==> config.mk <==
export PLATFORM = sky130hd
export DESIGN_NAME = niu32_mmio_responder
export DESIGN_NICKNAME = d
export VERILOG_FILES = /design/src/rtl/niu32_pkg.sv /design/src/rtl/niu32_debounce.sv /design/src/rtl/niu32_mmio_responder.sv
export SDC_FILE = /design/constraint.sdc
export NUM_CORES = 1
export LEC_CHECK = 0
export ABC_AREA = 1
export CAP_MARGIN = 20
export CORE_ASPECT_RATIO = 1.4
export CORE_MARGIN = 5
export CORE_UTILIZATION = 45
export CTS_BUF_LIST = sky130_fd_sc_hd__clkbuf_8
export DETAILED_ROUTE_END_ITERATION = 8
export GPL_TIMING_DRIVEN = 1
export PLACE_DENSITY = 0.75
export SYNTH_ARGS = -nofsm -noshare
export SYNTH_HDL_FRONTEND = slang
export SYNTH_SLANG_ARGS = --single-unit
==> constraint.sdc <==
create_clock -name clk -period 12.65 [get_ports clk]
set_clock_uncertainty 0.15 [all_clocks]
set_input_delay 3.1625 -clock clk [delete_from_list [all_inputs] [get_ports clk]]
set_output_delay 3.1625 -clock clk [all_outputs]
set_load 0.02 [all_outputs]
==> src/rtl/niu32_pkg.sv <==
// Shared constants and address decode for the Niu32 memory-mapped I/O page.
package niu32_pkg;

  localparam int WORD_SIZE = 32;

  // Upper address half that selects the I/O page.
  localparam logic [15:0] IO_PAGE = 16'hFFFF;

  localparam logic [WORD_SIZE-1:0] ADDR_HEX     = 32'hFFFF_0000;
  localparam logic [WORD_SIZE-1:0] ADDR_LEDR    = 32'hFFFF_0020;
  localparam logic [WORD_SIZE-1:0] ADDR_LEDG    = 32'hFFFF_0040;
  localparam logic [WORD_SIZE-1:0] ADDR_KEY     = 32'hFFFF_0100;
  localparam logic [WORD_SIZE-1:0] ADDR_KEYSTAT = 32'hFFFF_0104;
  localparam logic [WORD_SIZE-1:0] ADDR_SWITCH  = 32'hFFFF_0120;

  typedef enum logic [2:0] {
    SEL_NONE,
    SEL_HEX,
    SEL_LEDR,
    SEL_LEDG,
    SEL_KEY,
    SEL_KEYSTAT,
    SEL_SWITCH
  } io_sel_e;

  // Word-aligned register select; the byte offset is not part of the match.
  function automatic io_sel_e decode_sel(input logic [WORD_SIZE-1:2] word_addr);
    io_sel_e sel;
    case ({word_addr, 2'b00})
      ADDR_HEX:     sel = SEL_HEX;
      ADDR_LEDR:    sel = SEL_LEDR;
      ADDR_LEDG:    sel = SEL_LEDG;
      ADDR_KEY:     sel = SEL_KEY;
      ADDR_KEYSTAT: sel = SEL_KEYSTAT;
      ADDR_SWITCH:  sel = SEL_SWITCH;
      default:      sel = SEL_NONE;
    endcase
    return sel;
  endfunction

endpackage

==> src/rtl/niu32_debounce.sv <==
// Two-flop synchronizer plus per-bit stability counter for board inputs.
// RESET_VAL is the idle level of the raw input; the outputs are normalised
// so that 1 always means "moved away from idle" (e.g. an active-low key
// idles at 1 and reads 1 when pressed).
module niu32_debounce
  import niu32_pkg::*;
#(
  parameter int                 WIDTH           = 4,
  parameter int unsigned        DEBOUNCE_CYCLES = 50000,
  parameter logic [WIDTH-1:0]   RESET_VAL       = '0
) (
  input  logic             clk,
  input  logic             reset,
  input  logic [WIDTH-1:0] raw,
  output logic [WIDTH-1:0] level,
  output logic [WIDTH-1:0] rise
);

  localparam int               CNT_W    = (DEBOUNCE_CYCLES > 1) ? $clog2(DEBOUNCE_CYCLES) : 1;
  localparam logic [CNT_W-1:0] CNT_LAST = CNT_W'(DEBOUNCE_CYCLES - 1);

  logic [WIDTH-1:0] sync1;
  logic [WIDTH-1:0] sync2;
  logic [WIDTH-1:0] norm;
  logic [WIDTH-1:0] settle;

  // Bring the asynchronous inputs into the clk domain.
  // NOTE: sequential state uses <= so every flop samples pre-edge values;
  // blocking = here would collapse the two synchronizer stages into one.
  always_ff @(posedge clk or posedge reset) begin
    if (reset) begin
      sync1 <= RESET_VAL;
      sync2 <= RESET_VAL;
    end else begin
      sync1 <= raw;
      sync2 <= sync1;
    end
  end

  assign norm = sync2 ^ RESET_VAL;

  for (genvar i = 0; i < WIDTH; i++) begin : g_bit
    logic [CNT_W-1:0] cnt;

    // Fires on the cycle the new value has been stable long enough.
    assign settle[i] = (norm[i] != level[i]) && (cnt == CNT_LAST);

    // Count consecutive cycles the synchronised value differs from the output.
    always_ff @(posedge clk or posedge reset) begin
      if (reset) begin
        cnt <= '0;
      end else if (norm[i] == level[i] || settle[i]) begin
        cnt <= '0;
      end else begin
        cnt <= cnt + CNT_W'(1);
      end
    end
  end

  // Flip each output bit when its counter says the new value has settled.
  always_ff @(posedge clk or posedge reset) begin
    if (reset) begin
      level <= '0;
    end else begin
      level <= level ^ settle;
    end
  end

  // Rising on the coming edge, so a consumer can register it on the same
  // edge that updates level.
  assign rise = settle & norm;

endmodule

==> src/rtl/niu32_mmio_responder.sv <==
// Target for Niu32 loads and stores to the 0xFFFF_xxxx I/O page: output
// registers for HEX/LEDR/LEDG, debounced KEY/SWITCH inputs, sticky key
// flags, and registered read data with a one-cycle rvalid pulse.
module niu32_mmio_responder
  import niu32_pkg::*;
#(
  parameter int unsigned DEBOUNCE_CYCLES = 50000
) (
  input  logic                 clk,
  input  logic                 reset,
  input  logic [WORD_SIZE-1:0] addr,
  input  logic [WORD_SIZE-1:0] wdata,
  input  logic                 we,
  input  logic                 re,
  output logic [WORD_SIZE-1:0] rdata,
  output logic                 rvalid,
  output logic                 hit,
  output logic [15:0]          hex_val,
  output logic [9:0]           ledr,
  output logic [7:0]           ledg,
  input  logic [3:0]           key_n,
  input  logic [9:0]           switch_in
);

  io_sel_e              sel;
  logic                 rd_hit;
  logic [3:0]           key_level;
  logic [3:0]           key_rise;
  logic [3:0]           keystat;
  logic [3:0]           keystat_clr;
  logic [9:0]           sw_level;
  logic [9:0]           sw_rise;
  logic [WORD_SIZE-1:0] rd_mux;
  logic                 unused_bits;

  assign hit    = (addr[31:16] == IO_PAGE);
  assign sel    = decode_sel(addr[WORD_SIZE-1:2]);
  assign rd_hit = re && hit;

  // Byte offset, upper store bits and switch edges have no consumer.
  assign unused_bits = ^{addr[1:0], wdata[31:16], sw_rise};

  niu32_debounce #(
    .WIDTH           (4),
    .DEBOUNCE_CYCLES (DEBOUNCE_CYCLES),
    .RESET_VAL       (4'hF)
  ) u_key_db (
    .clk   (clk),
    .reset (reset),
    .raw   (key_n),
    .level (key_level),
    .rise  (key_rise)
  );

  niu32_debounce #(
    .WIDTH           (10),
    .DEBOUNCE_CYCLES (DEBOUNCE_CYCLES),
    .RESET_VAL       (10'h000)
  ) u_sw_db (
    .clk   (clk),
    .reset (reset),
    .raw   (switch_in),
    .level (sw_level),
    .rise  (sw_rise)
  );

  // W1C mask for the sticky flags; only a store to KEYSTAT clears anything.
  assign keystat_clr = (we && sel == SEL_KEYSTAT) ? wdata[3:0] : 4'h0;

  // Read mux over current register values, so a same-cycle store is not seen.
  // NOTE: default assignment first keeps every path driven and avoids a latch.
  always_comb begin
    rd_mux = '0;
    case (sel)
      SEL_HEX:     rd_mux = WORD_SIZE'(hex_val);
      SEL_LEDR:    rd_mux = WORD_SIZE'(ledr);
      SEL_LEDG:    rd_mux = WORD_SIZE'(ledg);
      SEL_KEY:     rd_mux = WORD_SIZE'(key_level);
      SEL_KEYSTAT: rd_mux = WORD_SIZE'(keystat);
      SEL_SWITCH:  rd_mux = WORD_SIZE'(sw_level);
      default:     rd_mux = '0;
    endcase
  end

  // Writable output registers; sel is only non-NONE inside the I/O page.
  always_ff @(posedge clk or posedge reset) begin
    if (reset) begin
      hex_val <= '0;
      ledr    <= '0;
      ledg    <= '0;
    end else if (we) begin
      case (sel)
        SEL_HEX:  hex_val <= wdata[15:0];
        SEL_LEDR: ledr    <= wdata[9:0];
        SEL_LEDG: ledg    <= wdata[7:0];
        default:  ;
      endcase
    end
  end

  // Sticky key-press flags; a new press outranks a same-cycle clear.
  always_ff @(posedge clk or posedge reset) begin
    if (reset) begin
      keystat <= '0;
    end else begin
      keystat <= (keystat & ~keystat_clr) | key_rise;
    end
  end

  // Registered read response: rvalid pulses per accepted load, rdata holds otherwise.
  always_ff @(posedge clk or posedge reset) begin
    if (reset) begin
      rdata  <= '0;
      rvalid <= 1'b0;
    end else begin
      rvalid <= rd_hit;
      if (rd_hit) begin
        rdata <= rd_mux;
      end
    end
  end

endmodule
==> key figures, run 1 <==
Run status
  • Run status: finished, final reports clean

Timing
  • Unrepaired setup endpoints after global routing: no
  • Number of pins with negative max-slew slack in the final report: 0
  • Final hold violation count: 0
  • Ratio of final minimum period to clock period: 64.5%
  • Number of failing setup endpoints in the final timing report: 0
  • Final worst hold slack: 0.199 ns
  • Transition time of the tightest slew-check pin: 1.06 ns
  • Total negative slack for setup checks: 0 ns
  • Crit path time final: 8.17 ns
  • Maximum clock frequency: 0.122 GHz
  • Tightest slew margin relative to the limit: 28.6%

Power and ir drop
  • IR Drop Worst-Case VDD: 0.0000653 V
  • Total power draw: 2.04 mW
  • Total leakage power: 8.17 nW
  • Power density normalized to cell area: 113 nW/um2

Floorplan
  • Core Box Area: 34000 um2
  • Rows: 80
  • Area of the die: 38300 um2
  • I/O pin count: 150
  • Initial cell density of the core: 45.6%
  • Die Height: 230 um
  • Floorplan die width: 167 um

GRT
  • Overall routing resource usage: 18.0%
  • Global-route congestion overflow total: 0
  • Global-route wire length before repair: 58900 um
  • Number of antenna violations at the first check in global routing: 1
  • Largest net degree at the start of global routing: 189
  • Number of global-route vias before repair: 12.8k

Cells and area
  • Fraction of final layout cells sized beyond drive strength 1: 6.29%
  • Area growth from synthesis to layout: 17.0%
  • Filler instances: 3150
  • Final Net Count: 2112
  • Final core occ: 53.3%

Setup path
  • Required time reported for the critical path endpoint: 9.34 ns
  • Critical-path cell with the highest stage delay: clkdlybuf4s50_1
  • Critical path, cell by cell: clkdlybuf4s50_1, nand2_1, nor4_1, nand4_1, nor2_1, clkdlybuf4s50_1
  • Setup slack of the worst register-to-register path: 10.50 ns
  • Arrival time of data at the critical path endpoint: 4.85 ns
  • Cell type with the highest occurrence count on the critical path: clkdlybuf4s50_1
  • Startpoint-to-endpoint class of the critical path: in -> out
  • CP Max Fanout: 3
  • Max stage delay on crit path: 0.61 ns
  • Type of origin of the critical path: input pin
  • CP Capture Type: primary output

CTS
  • Clock Pin Slew Worst Setup and Hold Paths: 0.06 ns
  • Clock root buffer master: clkbuf_8
  • Setup Fix Bufs, Post-CTS: 0
  • Worst skew pair latency: 0.58 ns
  • Number of clock buffers inserted by TritonCTS: 50
  • Count of cells resized by post-cts repair: 0
  • Clock tree sinks: 321
  • Hold buffers post-CTS: 0
  • Deepest clock path buffer count: 3
  • TritonCTS clock tree: yes
  • H-tree depth: 2

Routing
  • Pre-antenna DRT Iters: 5
  • Total detailed-routing wirelength: 34700 um
  • Top Metal Used: met4
  • Mean number of vias per cell: 5.14
  • Final ANT Viol Nets: 0
  • DRC marker count from the first detailed-route iteration: 742
  • Avg WL per Cell: 13.9 um
  • Wire length on met2: 17200 um
  • Met3 layer wire length in the routed design: 1670 um
  • Routed met1 length: 14700 um
  • Final routed DRC violation total: 0
  • Total via count after detailed routing: 12.9k

Placed design
  • Routability congestion estimate: 0.940
  • IO buf count: 115
  • DP Wirelength: 24900 um

Synth
  • Post-Syn Area per Cell: 8.29 um2
  • Warnings, synthesis: 0
  • Share of the synthesized area in the top cell type: 50.5%
  • Sequential element share of the synthesized area: 51.8%
  • Yosys reg bits: 321
  • Number of distinct standard cells referenced by the synthesized netlist: 37
  • Syn Inst Count: 1871
  • Leading cell types by total area after synthesis: dfrtp_1 (50%), nand2_1 (8.5%), nor2_1 (7.4%)
  • Cell taking the most area after synthesis: dfrtp_1
  • Summed instance area of the synthesized netlist: 15500 um2

Worst hold path
  • Worst hold path type: reg -> reg

Job
  • Max_cap viols: 0
## final cells by class
cell class / instances / area (um2) / area share, %
clock buffers: 64 / 881 / 4.85
diodes: 1 / 2.50 / 0.0138
repair buffers: 120 / 1210 / 6.66
multi-input cells: 1298 / 6420 / 35.4
flip-flops and latches: 321 / 8040 / 44.3
well taps: 451 / 564 / 3.11
clock inverters: 24 / 168 / 0.924
inverters: 225 / 857 / 4.72
## final timing paths
check,start,cells after the start,endpoint
max in group asynchronous,reset,3,u_sw_db.g_bit[9].cnt[5]$_DFF_PP0_
setup / recovery,addr[27],6,hit
hold reg to reg,u_sw_db.sync1[2]$_DFF_PP0_,0,u_sw_db.norm[2]$_DFF_PP0_
hold / removal,u_sw_db.sync1[2]$_DFF_PP0_,0,u_sw_db.norm[2]$_DFF_PP0_
setup reg to reg,u_sw_db.g_bit[7].cnt[0]$_DFF_PP0_,6,u_sw_db.g_bit[7].cnt[6]$_DFF_PP0_
min in group asynchronous,reset,2,u_sw_db.sync1[3]$_DFF_PP0_
## cell usage in the layout, fill, tap and decap left out, types with 5 or more instances in the layout
cell type          n
dfrtp_1          313
conb_1            16
o21ai_1           27
o31ai_1            5
nand2_1          351
nor2_1           306
o21a_1            12
ha_1              14
clkinv_2          10
or2_2             13
a21oi_1           53
nor3b_1           23
xor2_1            31
nor3_1           100
mux2_2             6
xnor2_1           39
a21oi_2            5
o21bai_1           7
and3_1             5
clkdlybuf4s50_1  115
clkbuf_8          64
inv_1            231
nand3_1          103
dfstp_2            8
nand4_1           73
o21ai_0           44
nor4_1            52
## power breakdown
group          total [mW]  internal [mW]  leakage [nW]  switching (mW)
clock               0.900          0.496         0.580           0.404
combinational      0.0867         0.0319          3.26          0.0547
sequential           1.05           1.04          4.33          0.0116
## worst max-delay path: cells and delay by family
family                 cells  cell delay [ns]
buffers and inverters      2             1.07
AND/OR/NAND/NOR            4             0.62
## state kept, by name, indices dropped and copies added, names as in the netlist, named ones only
| signal | cells |
|---|---|
| u_key_db.g_bit.cnt | 64 |
| rdata | 16 |
| u_key_db.sync2 | 4 |
| u_key_db.level | 1 |
| ledg | 8 |
| u_sw_db.sync1 | 10 |
| hex_val | 16 |
| u_sw_db.g_bit.cnt | 160 |
| u_key_db.sync1 | 4 |
| u_sw_db.norm | 10 |
| keystat | 4 |
| ledr | 10 |
| rvalid | 1 |
## layer usage
metal  vias up  GRT usage [%]
met4         0           7.21
met1      6116           21.9
met3        71           2.99
met5         -              0
li1       6393              -
met2       289           31.8
## synthesized netlist by cell type, drive strengths merged
library cell	n
nand2	354
dfrtp	313
nor2	312
inv	224
nand3	104
nor3	100
nand4	73
o21ai	71
a21oi	58
nor4	52
xnor2	39
buf	33
xor2	31
nor3b	23
ha	14
or2	13
o21a	12
clkbuf	9
dfstp	8
o21bai	7
mux2	6
and3	5
o31ai	5
a211oi	2
clkinv	1
conb	1
o211a	1
## cell families after synthesis
family | after synthesis | share of synthesized area, %
other cells | 1 | 0.0242
simple gates | 1036 | 29.9
compound gates | 156 | 5.61
mux | 6 | 0.436
fa+ha+maj | 14 | 1.13
buf+inv | 267 | 7.12
xor+xnor | 70 | 3.95
flops | 321 | 51.8
## through the flow
stage / area [um2] / setup WS [ns] / instances
floorplan: 15600 / 0.466 / 1886
global placement: 17100 / 4.47 / 2411
detailed placement: 17100 / 4.47 / 2411
CTS: 18100 / 4.47 / 2499
global route: 18100 / 4.37 / 2504
finish: 18100 / 4.48 / 2504
Power figures use the tool's default switching activity.
==> run 2, diff against run 1 <==
==> constraint.sdc (replaced) <==
create_clock -name clk -period 7.51 [get_ports clk]
set_clock_uncertainty 0.15 [all_clocks]
set_input_delay 1.8775 -clock clk [delete_from_list [all_inputs] [get_ports clk]]
set_output_delay 1.8775 -clock clk [all_outputs]
set_load 0.02 [all_outputs]
==> run 2 against run 1 <==
Compared with the run above: sequential power up 70%; final area down 0.32%; largest power group unchanged; sequential cell count unchanged; sequential share of layout area up 0.14 points; routed wire length down 1.4%; clock-buffer cell count down 2; global-route usage down 0.22 points; total power up 64%; register-to-register slack worse by 5.0 ns; critical path depth unchanged.
==> key figures, run 2 (same netlist as run 1, synthesis figures left out) <==
CTS
  • Deepest clock path buffer count: 3 (unchanged)
  • Clock Pin Slew Worst Setup and Hold Paths: 0.06 ns (about the same)
  • Number of clock buffers inserted by TritonCTS: 48 (-4.0%)
  • Hold buffers post-CTS: 0 (unchanged)
  • Clock root buffer master: clkbuf_8
  • Setup Fix Bufs, Post-CTS: 0 (unchanged)
  • H-tree depth: 2 (unchanged)
  • Clock tree sinks: 321 (unchanged)
  • TritonCTS clock tree: yes
  • Worst skew pair latency: 0.56 ns (-0.02 ns)
  • Count of cells resized by post-cts repair: 0 (unchanged)

Placed design
  • IO buf count: 115 (unchanged)
  • DP Wirelength: 25100 um (+0.59%)
  • Placement Cell Area: 17100 um2 (about the same)
  • Cell count after placement: 2413 (+0.083%)
  • Routability congestion estimate: 0.931 (-1.0%)

Cells and area
  • Register Area: 8040 um2 (unchanged)
  • Post-layout instance count excluding filler cells: 2503 (-0.040%)
  • Filler instances: 3157 (+0.22%)
  • Area growth from synthesis to layout: 16.6%
  • Most frequent cells in the layout: nand2_1 (351), dfrtp_1 (313), nor2_1 (306)
  • Final std cell area, no fill: 18100 um2 (-0.32%)
  • Fraction of final layout cells sized beyond drive strength 1: 5.95% (-0.34 points)
  • Registers with the most flip-flops: u_sw_db.g_bit.cnt x160, u_key_db.g_bit.cnt x64
  • Largest register FFs: 160 (unchanged)
  • Final core occ: 53.1% (-0.17 points)
  • Commonest non-fill, non-tap cell in the layout: nand2_1
  • Final Net Count: 2113 (+0.047%)
  • Area taken by multi-input logic gates: 6420 um2 (unchanged)
  • Top register by number of flip-flops: u_sw_db.g_bit.cnt

Floorplan
  • Initial cell density of the core: 45.6% (unchanged)
  • I/O pin count: 150 (unchanged)
  • Rows: 80 (unchanged)
  • Area of the die: 38300 um2 (unchanged)
  • Core Box Area: 34000 um2 (unchanged)
  • Floorplan die width: 167 um (unchanged)
  • Die Height: 230 um (unchanged)

Power and ir drop
  • Total power draw: 3.35 mW (+64%)
  • Power density normalized to cell area: 185 nW/um2 (+64%)
  • IR Drop Worst-Case VDD: 0.000115 V (+76%)
  • Total leakage power: 8.16 nW (-0.15%)

Timing
  • Total negative slack for setup checks: 0 ns (unchanged)
  • Crit path time final: 5.62 ns
  • Unrepaired setup endpoints after global routing: no
  • Transition time of the tightest slew-check pin: 1.01 ns (-0.0514 ns)
  • Number of failing setup endpoints in the final timing report: 0 (unchanged)
  • Ratio of final minimum period to clock period: 74.8%
  • Final hold violation count: 0 (unchanged)
  • Number of pins with negative max-slew slack in the final report: 0 (unchanged)
  • Tightest slew margin relative to the limit: 32.5% (+3.9 points)
  • Maximum clock frequency: 0.178 GHz

Run status
  • Run status: finished, final reports clean

Job
  • Max_cap viols: 0 (unchanged)

Routing
  • Pre-antenna DRT Iters: 5 (unchanged)
  • Total via count after detailed routing: 12.9k (+0.039%)
  • Final ANT Viol Nets: 0 (unchanged)
  • DRC marker count from the first detailed-route iteration: 806 (+8.6%)
  • Final routed DRC violation total: 0 (unchanged)
  • Mean number of vias per cell: 5.14 (about the same)
  • Avg WL per Cell: 13.7 um (-1.4%)
  • Total detailed-routing wirelength: 34200 um (-1.4%)

GRT
  • Number of antenna violations at the first check in global routing: 1 (unchanged)
  • Global-route wire length before repair: 58200 um (-1.3%)
  • Global-route congestion overflow total: 0 (unchanged)
  • Largest net degree at the start of global routing: 184 (-2.6%)
  • Overall routing resource usage: 17.8% (-0.22 points)
  • Number of global-route vias before repair: 12.5k (-2.1%)

Setup path
  • Required time reported for the critical path endpoint: 5.48 ns (-3.86 ns)
  • Type of origin of the critical path: input pin
  • CP Capture Type: primary output
  • Startpoint-to-endpoint class of the critical path: in -> out
  • Arrival time of data at the critical path endpoint: 3.59 ns (-1.26 ns)
  • CP Max Fanout: 3 (unchanged)

Worst hold path
  • Worst hold path type: reg -> reg
[run 2: cell types whose count changed in the layout (fill, tap and decap cells not counted), sizes merged]
cell    delta
clkbuf     -2
inv        +5
buf        +3
bufinv     -1
clkinv     -6
[run 2: layer usage]
metal  vias to the layer above  track usage [%]  part of all wire, %
met5                         -                0                    0
met3                        66             3.42                  5.9
li1                       6394                -                    -
met4                         0             6.60                  3.0
met2                       326             30.8                   49
met1                      6088             22.0                   42
[run 2: final cells by class]
class | count | area share [%]
sequential | 321 | 44.5
multi-input combinational | 1298 | 35.5
timing repair buffer | 123 | 6.81
clock buffer | 62 | 4.72
inverter | 225 | 4.72
tap | 451 | 3.12
clock inverter | 22 | 0.657
antenna | 1 | 0.0138
[run 2: final timing paths]
path                                                   startpoint                           endpoint  slack [ns]  cells after the start
worst max-delay path                                     addr[29]                                hit        1.89                      6
worst min-delay path                   u_sw_db.sync1[3]$_DFF_PP0_          u_sw_db.norm[3]$_DFF_PP0_        0.20                      0
worst max register to register  u_sw_db.g_bit[0].cnt[0]$_DFF_PP0_  u_sw_db.g_bit[0].cnt[9]$_DFF_PP0_        5.48                      7
worst min register to register         u_sw_db.sync1[3]$_DFF_PP0_          u_sw_db.norm[3]$_DFF_PP0_        0.20                      0
max in group asynchronous                                   reset                          async pin        4.15                      3
min in group asynchronous                                   reset            hex_val[11]$_DFFE_PP0P_        1.67                      2
[run 2: stage by stage]
stage	setup slack (ns)	hold WS, ns
6_report	1.89	0.197
5_1_grt	1.78	0.210
4_1_cts	1.89	0.199
3_5_place_dp	1.90	0.186
3_3_place_gp	1.88	0.185
2_1_floorplan	1.21	0.181
[run 2: power by group]
part / switching, mW / internal (mW)
clock network: 0.651 / 0.772
registers: 0.0190 / 1.76
logic: 0.0919 / 0.0549
total: 0.761 / 2.58
[run 2: critical path, stage by stage]
cell             delay (ns)
clkdlybuf4s50_1        0.48
nand2_1                0.09
nor4_1                 0.27
nand4_1                0.15
nor2_1                 0.11
clkdlybuf4s50_1        0.61
==> run 3, diff against run 2 <==
==> constraint.sdc (replaced) <==
create_clock -name clk -period 4.7 [get_ports clk]
set_clock_uncertainty 0.15 [all_clocks]
set_input_delay 1.175 -clock clk [delete_from_list [all_inputs] [get_ports clk]]
set_output_delay 1.175 -clock clk [all_outputs]
set_load 0.02 [all_outputs]
==> run 3 against run 2 <==
Compared with the run above: critical path depth did not move; register-to-register slack got worse by 2.8 ns; combinational power rose by 63%; sequential power up 60%; final cell count grew 0.48%; via count up 0.65%; largest cell class unchanged; largest power group unchanged.
==> key figures, run 3 (same netlist as run 1, synthesis figures left out) <==
Floorplan
  • Die Height: 230 um (unchanged)
  • Core Box Area: 34000 um2 (unchanged)
  • Floorplan die width: 167 um (unchanged)
  • I/O pin count: 150 (unchanged)
  • Initial cell density of the core: 45.6% (unchanged)
  • Area of the die: 38300 um2 (unchanged)
  • Rows: 80 (unchanged)

Timing
  • Final hold violation count: 0 (unchanged)
  • Crit path time final: 4.25 ns
  • Unrepaired setup endpoints after global routing: no
  • Number of pins with negative max-slew slack in the final report: 0 (unchanged)
  • Maximum clock frequency: 0.235 GHz
  • Ratio of final minimum period to clock period: 90.3%
  • Number of failing setup endpoints in the final timing report: 0 (unchanged)
  • Transition time of the tightest slew-check pin: 0.705 ns (-0.307 ns)
  • Tightest slew margin relative to the limit: 52.9% (+20 points)
  • Worst Slack Setup Final: 0.454 ns (-1.44 ns)

CTS
  • Clock Pin Slew Worst Setup and Hold Paths: 0.06 ns (about the same)
  • Worst skew pair latency: 0.59 ns (+0.03 ns)
  • Clock root buffer master: clkbuf_8
  • Clock tree sinks: 321 (unchanged)
  • TritonCTS clock tree: yes
  • Deepest clock path buffer count: 3 (unchanged)
  • Number of clock buffers inserted by TritonCTS: 50 (+4.2%)
  • Count of cells resized by post-cts repair: 0 (unchanged)
  • H-tree depth: 2 (unchanged)
  • Hold buffers post-CTS: 0 (unchanged)
  • Setup Fix Bufs, Post-CTS: 0 (unchanged)

Worst hold path
  • Sink of the worst hold path: u_sw_db.norm[9]$_DFF_PP0_
  • Worst hold path type: reg -> reg
  • Cell count of the worst hold path: 0 (unchanged)
  • Hold path start: u_sw_db.sync1[9]$_DFF_PP0_

Setup path
  • Worst reg2reg endpoint: u_sw_db.g_bit[0].cnt[9]$_DFF_PP0_
  • Type of origin of the critical path: input pin
  • Number of cells on the worst reg-to-reg path: 7 (unchanged)
  • Worst path top cell family by delay: buffers and inverters
  • Critical path, cell by cell: clkdlybuf4s50_1, nand2_1, nor4_1, nand4_1, nor2_1, clkdlybuf4s50_1
  • Worst Path Buf+Inv: 2 (unchanged)
  • Arrival time of data at the critical path endpoint: 2.92 ns (-0.67 ns)
  • Worst reg2reg startpoint: u_sw_db.g_bit[0].cnt[0]$_DFF_PP0_
  • Critical-path cell with the highest stage delay: clkdlybuf4s50_1
  • Setup slack of the worst register-to-register path: 2.65 ns (-2.83 ns)
  • Max stage delay on crit path: 0.61 ns (about the same)
  • CP Max Fanout: 3 (unchanged)
  • Required time reported for the critical path endpoint: 3.38 ns (-2.10 ns)
  • Startpoint-to-endpoint class of the critical path: in -> out
  • CP Capture Type: primary output
  • Cell type with the highest occurrence count on the critical path: clkdlybuf4s50_1

Cells and area
  • Fraction of final layout cells sized beyond drive strength 1: 6.79% (+0.84 points)
  • Commonest non-fill, non-tap cell in the layout: nand2_1
  • Final Net Count: 2119 (+0.28%)
  • Registers with the most flip-flops: u_sw_db.g_bit.cnt x160, u_key_db.g_bit.cnt x64
  • Area growth from synthesis to layout: 17.7%
  • Area taken by multi-input logic gates: 6420 um2 (unchanged)
  • Largest register FFs: 160 (unchanged)
  • Most frequent cells in the layout: nand2_1 (351), dfrtp_1 (313), nor2_1 (306)
  • Final core occ: 53.6% (+0.49 points)
  • Register Area: 8040 um2 (unchanged)
  • Filler instances: 3096 (-1.9%)
  • Post-layout instance count excluding filler cells: 2515 (+0.48%)
  • Top register by number of flip-flops: u_sw_db.g_bit.cnt

GRT
  • Largest net degree at the start of global routing: 95 (-48%)
  • Number of global-route vias before repair: 12.7k (+1.5%)
  • Global-route wire length before repair: 58300 um (+0.18%)
  • Overall routing resource usage: 17.8% (+0.075 points)
  • Number of antenna violations at the first check in global routing: 1 (unchanged)
  • Global-route congestion overflow total: 0 (unchanged)

Routing
  • Final routed DRC violation total: 0 (unchanged)
  • Final ANT Viol Nets: 0 (unchanged)
  • Mean number of vias per cell: 5.15 (+0.17%)
  • Total via count after detailed routing: 13.0k (+0.65%)
  • Avg WL per Cell: 13.7 um (about the same)
  • DRC marker count from the first detailed-route iteration: 807 (+0.12%)
  • Pre-antenna DRT Iters: 7 (+2)
  • Total detailed-routing wirelength: 34400 um (+0.43%)

Placed design
  • Routability congestion estimate: 0.913 (-1.8%)
  • IO buf count: 115 (unchanged)
  • Setup Slack @ Placement: 0.469 ns (-1.43 ns)
  • Cell count after placement: 2418 (+0.21%)
  • DP Wirelength: 25400 um (+1.1%)

Power and ir drop
  • Power density normalized to cell area: 305 nW/um2 (+65%)
  • IR Drop Worst-Case VDD: 0.000174 V (+51%)
  • Total leakage power: 8.24 nW (+0.93%)

Run status
  • Run status: finished, final reports clean

Job
  • Max_cap viols: 0 (unchanged)
-- run 3: cell type report --
type | instances | share of cell area [%]
diodes | 1 | 0.0137
clock inverters | 28 | 1.15
well taps | 451 | 3.09
inverters | 225 | 4.67
repair buffers | 127 | 7.01
flip-flops and latches | 321 | 44.1
multi-input cells | 1298 | 35.2
clock buffers | 64 | 4.83
-- run 3: how the worst max path moves through the flow --
stage	start	end	slack [ns]	depth (start not counted)
final	addr[29]	hit	0.45	6
after global routing	addr[29]	hit	0.29	6
after CTS	addr[29]	hit	0.46	6
after detailed placement	addr[29]	hit	0.47	6
after global placement	addr[29]	hit	0.47	6
after floorplan	reset	async pin	-0.90	1
-- run 3: through the flow --
step | hold slack (ns) | total power, mW | area, um2 | setup TNS, ns
6_report | 0.193 | 5.57 | 18300 | 0
4_1_cts | 0.194 | 5.66 | 18200 | 0
5_1_grt | 0.201 | 5.80 | 18300 | 0
3_5_place_dp | 0.188 | 3.13 | 17100 | 0
3_3_place_gp | 0.188 | 3.12 | 17100 | 0
2_1_floorplan | 0.181 | 3.04 | 15600 | -281.47
-- run 3: power breakdown --
part / total, mW / internal (mW) / switching [mW]
Sequential: 2.84 / 2.81 / 0.0305
Clock: 2.49 / 1.40 / 1.09
Combinational: 0.239 / 0.0913 / 0.147
Total: 5.57 / 4.30 / 1.27
-- run 3: layer usage --
metal  GRT usage [%]  wire [um]  up-vias
li1                -          -     6410
met1            21.7      14300     6128
met2            31.4      16900      339
met3            3.16       1910       81
met4            6.93       1200        0
met5               0          0        -
